[config.mk]
export PLATFORM = sky130hd
export DESIGN_NAME = seq_detect_ctrl
export DESIGN_NICKNAME = d
export VERILOG_FILES = /design/src/rtl/seq_detect_ctrl.sv
export SDC_FILE = /design/constraint.sdc
export NUM_CORES = 1
export LEC_CHECK = 0
export ABC_AREA = 1
export CORE_ASPECT_RATIO = 1.25
export CORE_MARGIN = 1
export CORE_UTILIZATION = 48
export DETAILED_ROUTE_END_ITERATION = 8
export PLACE_DENSITY = 0.74
export SLEW_MARGIN = 20
export SYNTH_ARGS = -nofsm -noshare
export SYNTH_HDL_FRONTEND = slang
export SYNTH_SLANG_ARGS = --single-unit
[constraint.sdc]
create_clock -name clk -period 1.93 [get_ports clk]
set_clock_uncertainty 0.15 [all_clocks]
set_input_delay 0.4825 -clock clk [delete_from_list [all_inputs] [get_ports clk]]
set_output_delay 0.4825 -clock clk [all_outputs]
set_load 0.005 [all_outputs]
[src/rtl/seq_detect_ctrl.sv]
// Word-to-bit scheduler and Moore pattern detector with frame-level match counting.
// Optional FIRST_MATCH_POS_EN adds first_pos/first_vld reporting of the first match in a frame.
module seq_detect_ctrl #(
    parameter int PAT_MAX = 8,
    parameter int WORD_W  = 8,
    parameter int CNT_W   = 8,
    parameter int LEN_W   = $clog2(PAT_MAX) + 1
) (
    input  logic               clk,
    input  logic               rst,
    input  logic               cfg_we,
    input  logic [PAT_MAX-1:0] cfg_pattern,
    input  logic [LEN_W-1:0]   cfg_len,
    input  logic               cfg_overlap,
    input  logic               start,
    input  logic               word_valid,
    input  logic [WORD_W-1:0]  word_data,
    input  logic               word_last,
    output logic               word_ready,
    output logic               bit_out,
    output logic               bit_valid,
    output logic               match,
    output logic [CNT_W-1:0]   match_cnt,
    output logic               busy,
    output logic               done
`ifdef FIRST_MATCH_POS_EN
    ,
    output logic [15:0]        first_pos,
    output logic               first_vld
`endif
);

    localparam int BC_W = $clog2(WORD_W) + 1;

    typedef enum logic [2:0] {
        IDLE  = 3'd0,
        FETCH = 3'd1,
        SHIFT = 3'd2,
        FLUSH = 3'd3,
        DONE  = 3'd4
    } state_t;

    state_t             state_r, state_nxt;
    logic [WORD_W-1:0]  sh_r, sh_nxt;
    logic               last_r, last_nxt;
    logic [BC_W-1:0]    bit_cnt_r, bit_cnt_nxt;
    logic [PAT_MAX-2:0] hist_r, hist_nxt;
    logic [LEN_W-1:0]   hist_cnt_r, hist_cnt_nxt;
    logic [CNT_W-1:0]   cnt_r, cnt_nxt;
    logic [PAT_MAX-1:0] pat_r, pat_nxt;
    logic [LEN_W-1:0]   len_r, len_nxt;
    logic               ovl_r, ovl_nxt;
    logic [PAT_MAX-1:0] hist_upd_s;
    logic [PAT_MAX-1:0] mask_s;
    logic               hit_s;

    function automatic logic [PAT_MAX-1:0] len_mask(input logic [LEN_W-1:0] len);
        logic [PAT_MAX-1:0] m;
        for (int i = 0; i < PAT_MAX; i++) begin
            m[i] = (i < int'(len));
        end
        return m;
    endfunction

    // Hit evaluation on the bit being presented this cycle.
    always_comb begin
        hist_upd_s = {hist_r, sh_r[WORD_W-1]};
        mask_s     = len_mask(len_r);
        hit_s      = (state_r == SHIFT) && (len_r != {LEN_W{1'b0}}) &&
                     (({1'b0, hist_cnt_r} + {{LEN_W{1'b0}}, 1'b1}) >= {1'b0, len_r}) &&
                     ((hist_upd_s & mask_s) == (pat_r & mask_s));
    end

    // Next-state and datapath update.
    always_comb begin
        state_nxt    = state_r;
        sh_nxt       = sh_r;
        last_nxt     = last_r;
        bit_cnt_nxt  = bit_cnt_r;
        hist_nxt     = hist_r;
        hist_cnt_nxt = hist_cnt_r;
        cnt_nxt      = cnt_r;
        pat_nxt      = pat_r;
        len_nxt      = len_r;
        ovl_nxt      = ovl_r;
        case (state_r)
            IDLE: begin
                if (cfg_we) begin
                    pat_nxt = cfg_pattern;
                    len_nxt = (cfg_len > LEN_W'(PAT_MAX)) ? LEN_W'(PAT_MAX) : cfg_len;
                    ovl_nxt = cfg_overlap;
                end else begin
                    pat_nxt = pat_r;
                end
                if (start) begin
                    state_nxt    = FETCH;
                    cnt_nxt      = {CNT_W{1'b0}};
                    hist_cnt_nxt = {LEN_W{1'b0}};
                    hist_nxt     = {(PAT_MAX-1){1'b0}};
                end else begin
                    state_nxt = IDLE;
                end
            end
            FETCH: begin
                if (word_valid) begin
                    sh_nxt      = word_data;
                    last_nxt    = word_last;
                    bit_cnt_nxt = {BC_W{1'b0}};
                    state_nxt   = SHIFT;
                end else begin
                    state_nxt = FETCH;
                end
            end
            SHIFT: begin
                sh_nxt      = {sh_r[WORD_W-2:0], 1'b0};
                bit_cnt_nxt = bit_cnt_r + {{(BC_W-1){1'b0}}, 1'b1};
                hist_nxt    = hist_upd_s[PAT_MAX-2:0];
                // Non-overlapping mode forgets the bits that formed the match.
                if (hit_s && !ovl_r) begin
                    hist_cnt_nxt = {LEN_W{1'b0}};
                end else if (hist_cnt_r < LEN_W'(PAT_MAX)) begin
                    hist_cnt_nxt = hist_cnt_r + {{(LEN_W-1){1'b0}}, 1'b1};
                end else begin
                    hist_cnt_nxt = hist_cnt_r;
                end
                if (hit_s && (cnt_r != {CNT_W{1'b1}})) begin
                    cnt_nxt = cnt_r + {{(CNT_W-1){1'b0}}, 1'b1};
                end else begin
                    cnt_nxt = cnt_r;
                end
                if (bit_cnt_r == BC_W'(WORD_W - 1)) begin
                    state_nxt = last_r ? FLUSH : FETCH;
                end else begin
                    state_nxt = SHIFT;
                end
            end
            FLUSH:   state_nxt = DONE;
            DONE:    state_nxt = IDLE;
            default: state_nxt = IDLE;
        endcase
    end

    // State, datapath and registered outputs.
    always_ff @(posedge clk) begin
        if (!rst) begin
            state_r    <= IDLE;
            sh_r       <= {WORD_W{1'b0}};
            last_r     <= 1'b0;
            bit_cnt_r  <= {BC_W{1'b0}};
            hist_r     <= {(PAT_MAX-1){1'b0}};
            hist_cnt_r <= {LEN_W{1'b0}};
            cnt_r      <= {CNT_W{1'b0}};
            pat_r      <= {PAT_MAX{1'b0}};
            len_r      <= {LEN_W{1'b0}};
            ovl_r      <= 1'b0;
            word_ready <= 1'b0;
            bit_out    <= 1'b0;
            bit_valid  <= 1'b0;
            match      <= 1'b0;
            busy       <= 1'b0;
            done       <= 1'b0;
        end else begin
            state_r    <= state_nxt;
            sh_r       <= sh_nxt;
            last_r     <= last_nxt;
            bit_cnt_r  <= bit_cnt_nxt;
            hist_r     <= hist_nxt;
            hist_cnt_r <= hist_cnt_nxt;
            cnt_r      <= cnt_nxt;
            pat_r      <= pat_nxt;
            len_r      <= len_nxt;
            ovl_r      <= ovl_nxt;
            word_ready <= (state_nxt == FETCH);
            bit_out    <= (state_nxt == SHIFT) & sh_nxt[WORD_W-1];
            bit_valid  <= (state_nxt == SHIFT);
            match      <= hit_s;
            busy       <= (state_nxt != IDLE);
            done       <= (state_nxt == DONE);
        end
    end

    assign match_cnt = cnt_r;

`ifdef FIRST_MATCH_POS_EN
    logic [15:0] pos_cnt_r;

    // Frame bit index and capture of the first match position.
    always_ff @(posedge clk) begin
        if (!rst) begin
            pos_cnt_r <= 16'h0000;
            first_pos <= 16'h0000;
            first_vld <= 1'b0;
        end else if ((state_r == IDLE) && start) begin
            pos_cnt_r <= 16'h0000;
            first_pos <= 16'h0000;
            first_vld <= 1'b0;
        end else if (state_r == SHIFT) begin
            if (hit_s && !first_vld) begin
                first_pos <= pos_cnt_r;
                first_vld <= 1'b1;
            end
            if (pos_cnt_r != 16'hFFFF) begin
                pos_cnt_r <= pos_cnt_r + 16'h0001;
            end
        end
    end
`endif

endmodule

==> results.ini <==
[status]
status = complete, but fails checks
violations = negative setup slack

[setup_path]
crit_path_start_kind = register
cp-end-kind = register
cp.arrival_ps = 2210
cp_slowest_cell = dfxtp_2
path_cells = ha_4, xor2_4, ha_4, nand2_1, nand3b_1, nand3b_1, nand2_2, inv_4, nand3_4, nand2_4, nand2_4, o21ai_2, nor2_1
cp.required_ps = 1990
path_max_fanout = 5
criticalPathCategory = register to register
cp_slowest_stage_delay_ps = 360

[placement]
port_buffers = 40
dpl.hpwl_um = 4310
dp_slack_ps = -226
gp_congestion = 0.886

[timing]
setup_viol = 13
fin_crit_ps = 2150
fmax_mhz = 466
rsz0062_at_grt = yes
drv_slew = 0
worst_slack_ps = -218
hold_viol_final = 0
slew_headroom_pct = 77.0
worst_pin_slew_ps = 345
post-route-period-util_pct = 111

[hold_path]
hold_class = register to register

[final_layout]
diodes = 0
regArea_um2 = 1090
areaGrowthSynthToFinish_pct = 37.4
drive_gt1_share_pct = 19.2
multi_input_area_um2 = 1430
nets = 471
nFillCells = 448

[floorplanning]
ios = 41
rows = 29
start_util_pct = 50.3
die_area_um2 = 5700
die_w_um = 67.7
die_h_um = 84.1
core_area_um2 = 5150

[clock_tree]
hold_buffers = 0
ctsLongestPathBuffers = 2
clock_latency_ps = 310
clkSinkCount = 54
clk_pin_slew_ps = 100
cts_made_buffers = 5
htreeDepth = 2
cts_tree = done
clockRootBuffer = clkbuf_8

[synth]
netlist_top_cells_area = dfxtp_1 (42%), nand2_1 (14%), a21oi_1 (7.9%)
synth_edf_count = 0
ys_seq_elements = 54
seq_area_frac_synth_pct = 41.7
synthArstFlopShare_pct = 0
yosysMostFrequentCell = nand2_1
synthCells = 368
avgSynthCellArea_um2 = 7.04
synth_top_area_share_pct = 41.7
ys_warn_count = 0
yosysUniqueCellTypes = 29
synth_area_leader_cell = dfxtp_1
synth_ff_type = dfxtp_1
netlist_area_um2 = 2590
synth_common_cells = nand2_1 (100), dfxtp_1 (54), a21oi_1 (41), inv_1 (38), nor2_1 (31)
synth_nets = 402

[pwr]
power_per_cell_area_nw_per_um2 = 726
power.leakage_nw = 1.40
ir_drop_mv = 0.355
power.total_w = 0.00258

[detailed_routing]
num_vias = 2533
drt-initial-drc-count = 129
dr.pass1.iters = 4
viasPerCell = 5.07
wl_per_cell_um = 12.1
ant_nets = 0
drc = 0
wl_um = 6030

[run]
drv_cap = 0

[global_routing]
antenna_found_initial = 0
grt_pass1_wl_um = 9950
grt.overflow.total = 0
grt_pass1_vias = 2359
track_usage_pct = 22.5
grt_start_max_net_pins = 25

## kinds of logic (layout without fill, tap and decap cells)
| group | after synthesis | after routing | synth area share, % |
|---|---|---|---|
| buffers and inverters | 56 | 124 | 8.36 |
| xor gates and xnor gates | 6 | 6 | 2.03 |
| adders and majority gates | 7 | 7 | 3.38 |
| and+or+nand+nor | 178 | 180 | 30.4 |
| DFF | 54 | 54 | 41.7 |
| AOI/OAI and AO/OA | 67 | 67 | 14.1 |
## what timing repair did
| item | 4_1_cts | 5_1_grt |
|---|---|---|
| resized for setup | 7 | 20 |
| endpoints found under the setup margin | 13 | 17 |
| pin swaps | 6 | 8 |
| setup buffers | 2 | 3 |
| cloned | 2 | 0 |
## worst paths after layout
kind                 start           end  slack (ps)  cells past startpoint
max          hist_cnt_r[0]  match_cnt[1]        -220                     13
min                sh_r[6]       sh_r[6]         320                      2
max reg2reg  hist_cnt_r[0]  match_cnt[1]        -220                     13
min reg2reg        sh_r[6]       sh_r[6]         320                      2
## worst max-delay path, delay by kind of cell (launching register included)
kind | cells | cell delay, ps
flops | 1 | 360
fa+ha+maj | 2 | 450
buf+inv | 1 | 80
compound gates | 1 | 120
simple gates | 8 | 730
xor+xnor | 1 | 160
## power breakdown
| group | switching [W] | internal [W] | total, W | leakage (nW) |
|---|---|---|---|---|
| Clock | 0.000398 | 0.000394 | 0.000792 | 0.0587 |
| Sequential | 0.0000442 | 0.00117 | 0.00121 | 0.443 |
| Combinational | 0.000297 | 0.000279 | 0.000577 | 0.903 |
## final cells by class
cell class / count / share of cell area (%)
repair buffers: 72 / 18.9
inverters: 44 / 4.71
flip-flops and latches: 54 / 30.7
well taps: 62 / 2.18
clock inverters: 3 / 1.34
clock buffers: 5 / 1.93
multi-input cells: 260 / 40.3
## layout by cell type, fill, tap and decap left out, types with 2 or more instances in the layout
cell type         n
nand2_1          95
dfxtp_1          48
clkdlybuf4s50_1  40
inv_1            38
a21oi_1          38
nor2_1           31
buf_4            28
nand3_1          21
o21ai_0          13
nand2_2           9
nor3_1            6
a22oi_1           6
inv_2             5
ha_1              5
clkbuf_8          5
dfxtp_2           5
nand3_4           4
nor2_4            3
nand3b_1          3
xor2_1            3
a21oi_2           3
nor2_2            2
a221oi_1          2
o21ai_2           2
nand2_4           2
nand3_2           2
ha_4              2
buf_12            2
buf_6             2
## layer usage
layer	vias to the layer above	part of all wire [%]	GRT usage, %
met1	1147	44	25.5
met3	15	3.6	4.37
met4	0	2.3	8.51
met5	-	0	0
met2	54	50	39.8
li1	1317	-	-
## metrics by stage
step	TNS (ps)	hold WS [ps]	util [%]	instances	area (um^2)
after floorplan	-499	290	-	368	2620
after global placement	-1390	303	63.6	485	3270
after detailed placement	-2080	307	63.6	485	3270
after CTS	-2090	324	67.0	497	3450
after global routing	-3740	336	69.1	500	3560
final	-2170	320	69.1	500	3560
## state kept, by name, summed over array words and instances, names as in the netlist, 3 cells and up
name	cells
hist_cnt_r	4
state_r	3
len_r	4
match_cnt	8
sh_r	8
bit_cnt_r	4
hist_r	7
pat_r	8
Note: power is estimated with default switching activity, not from simulation.
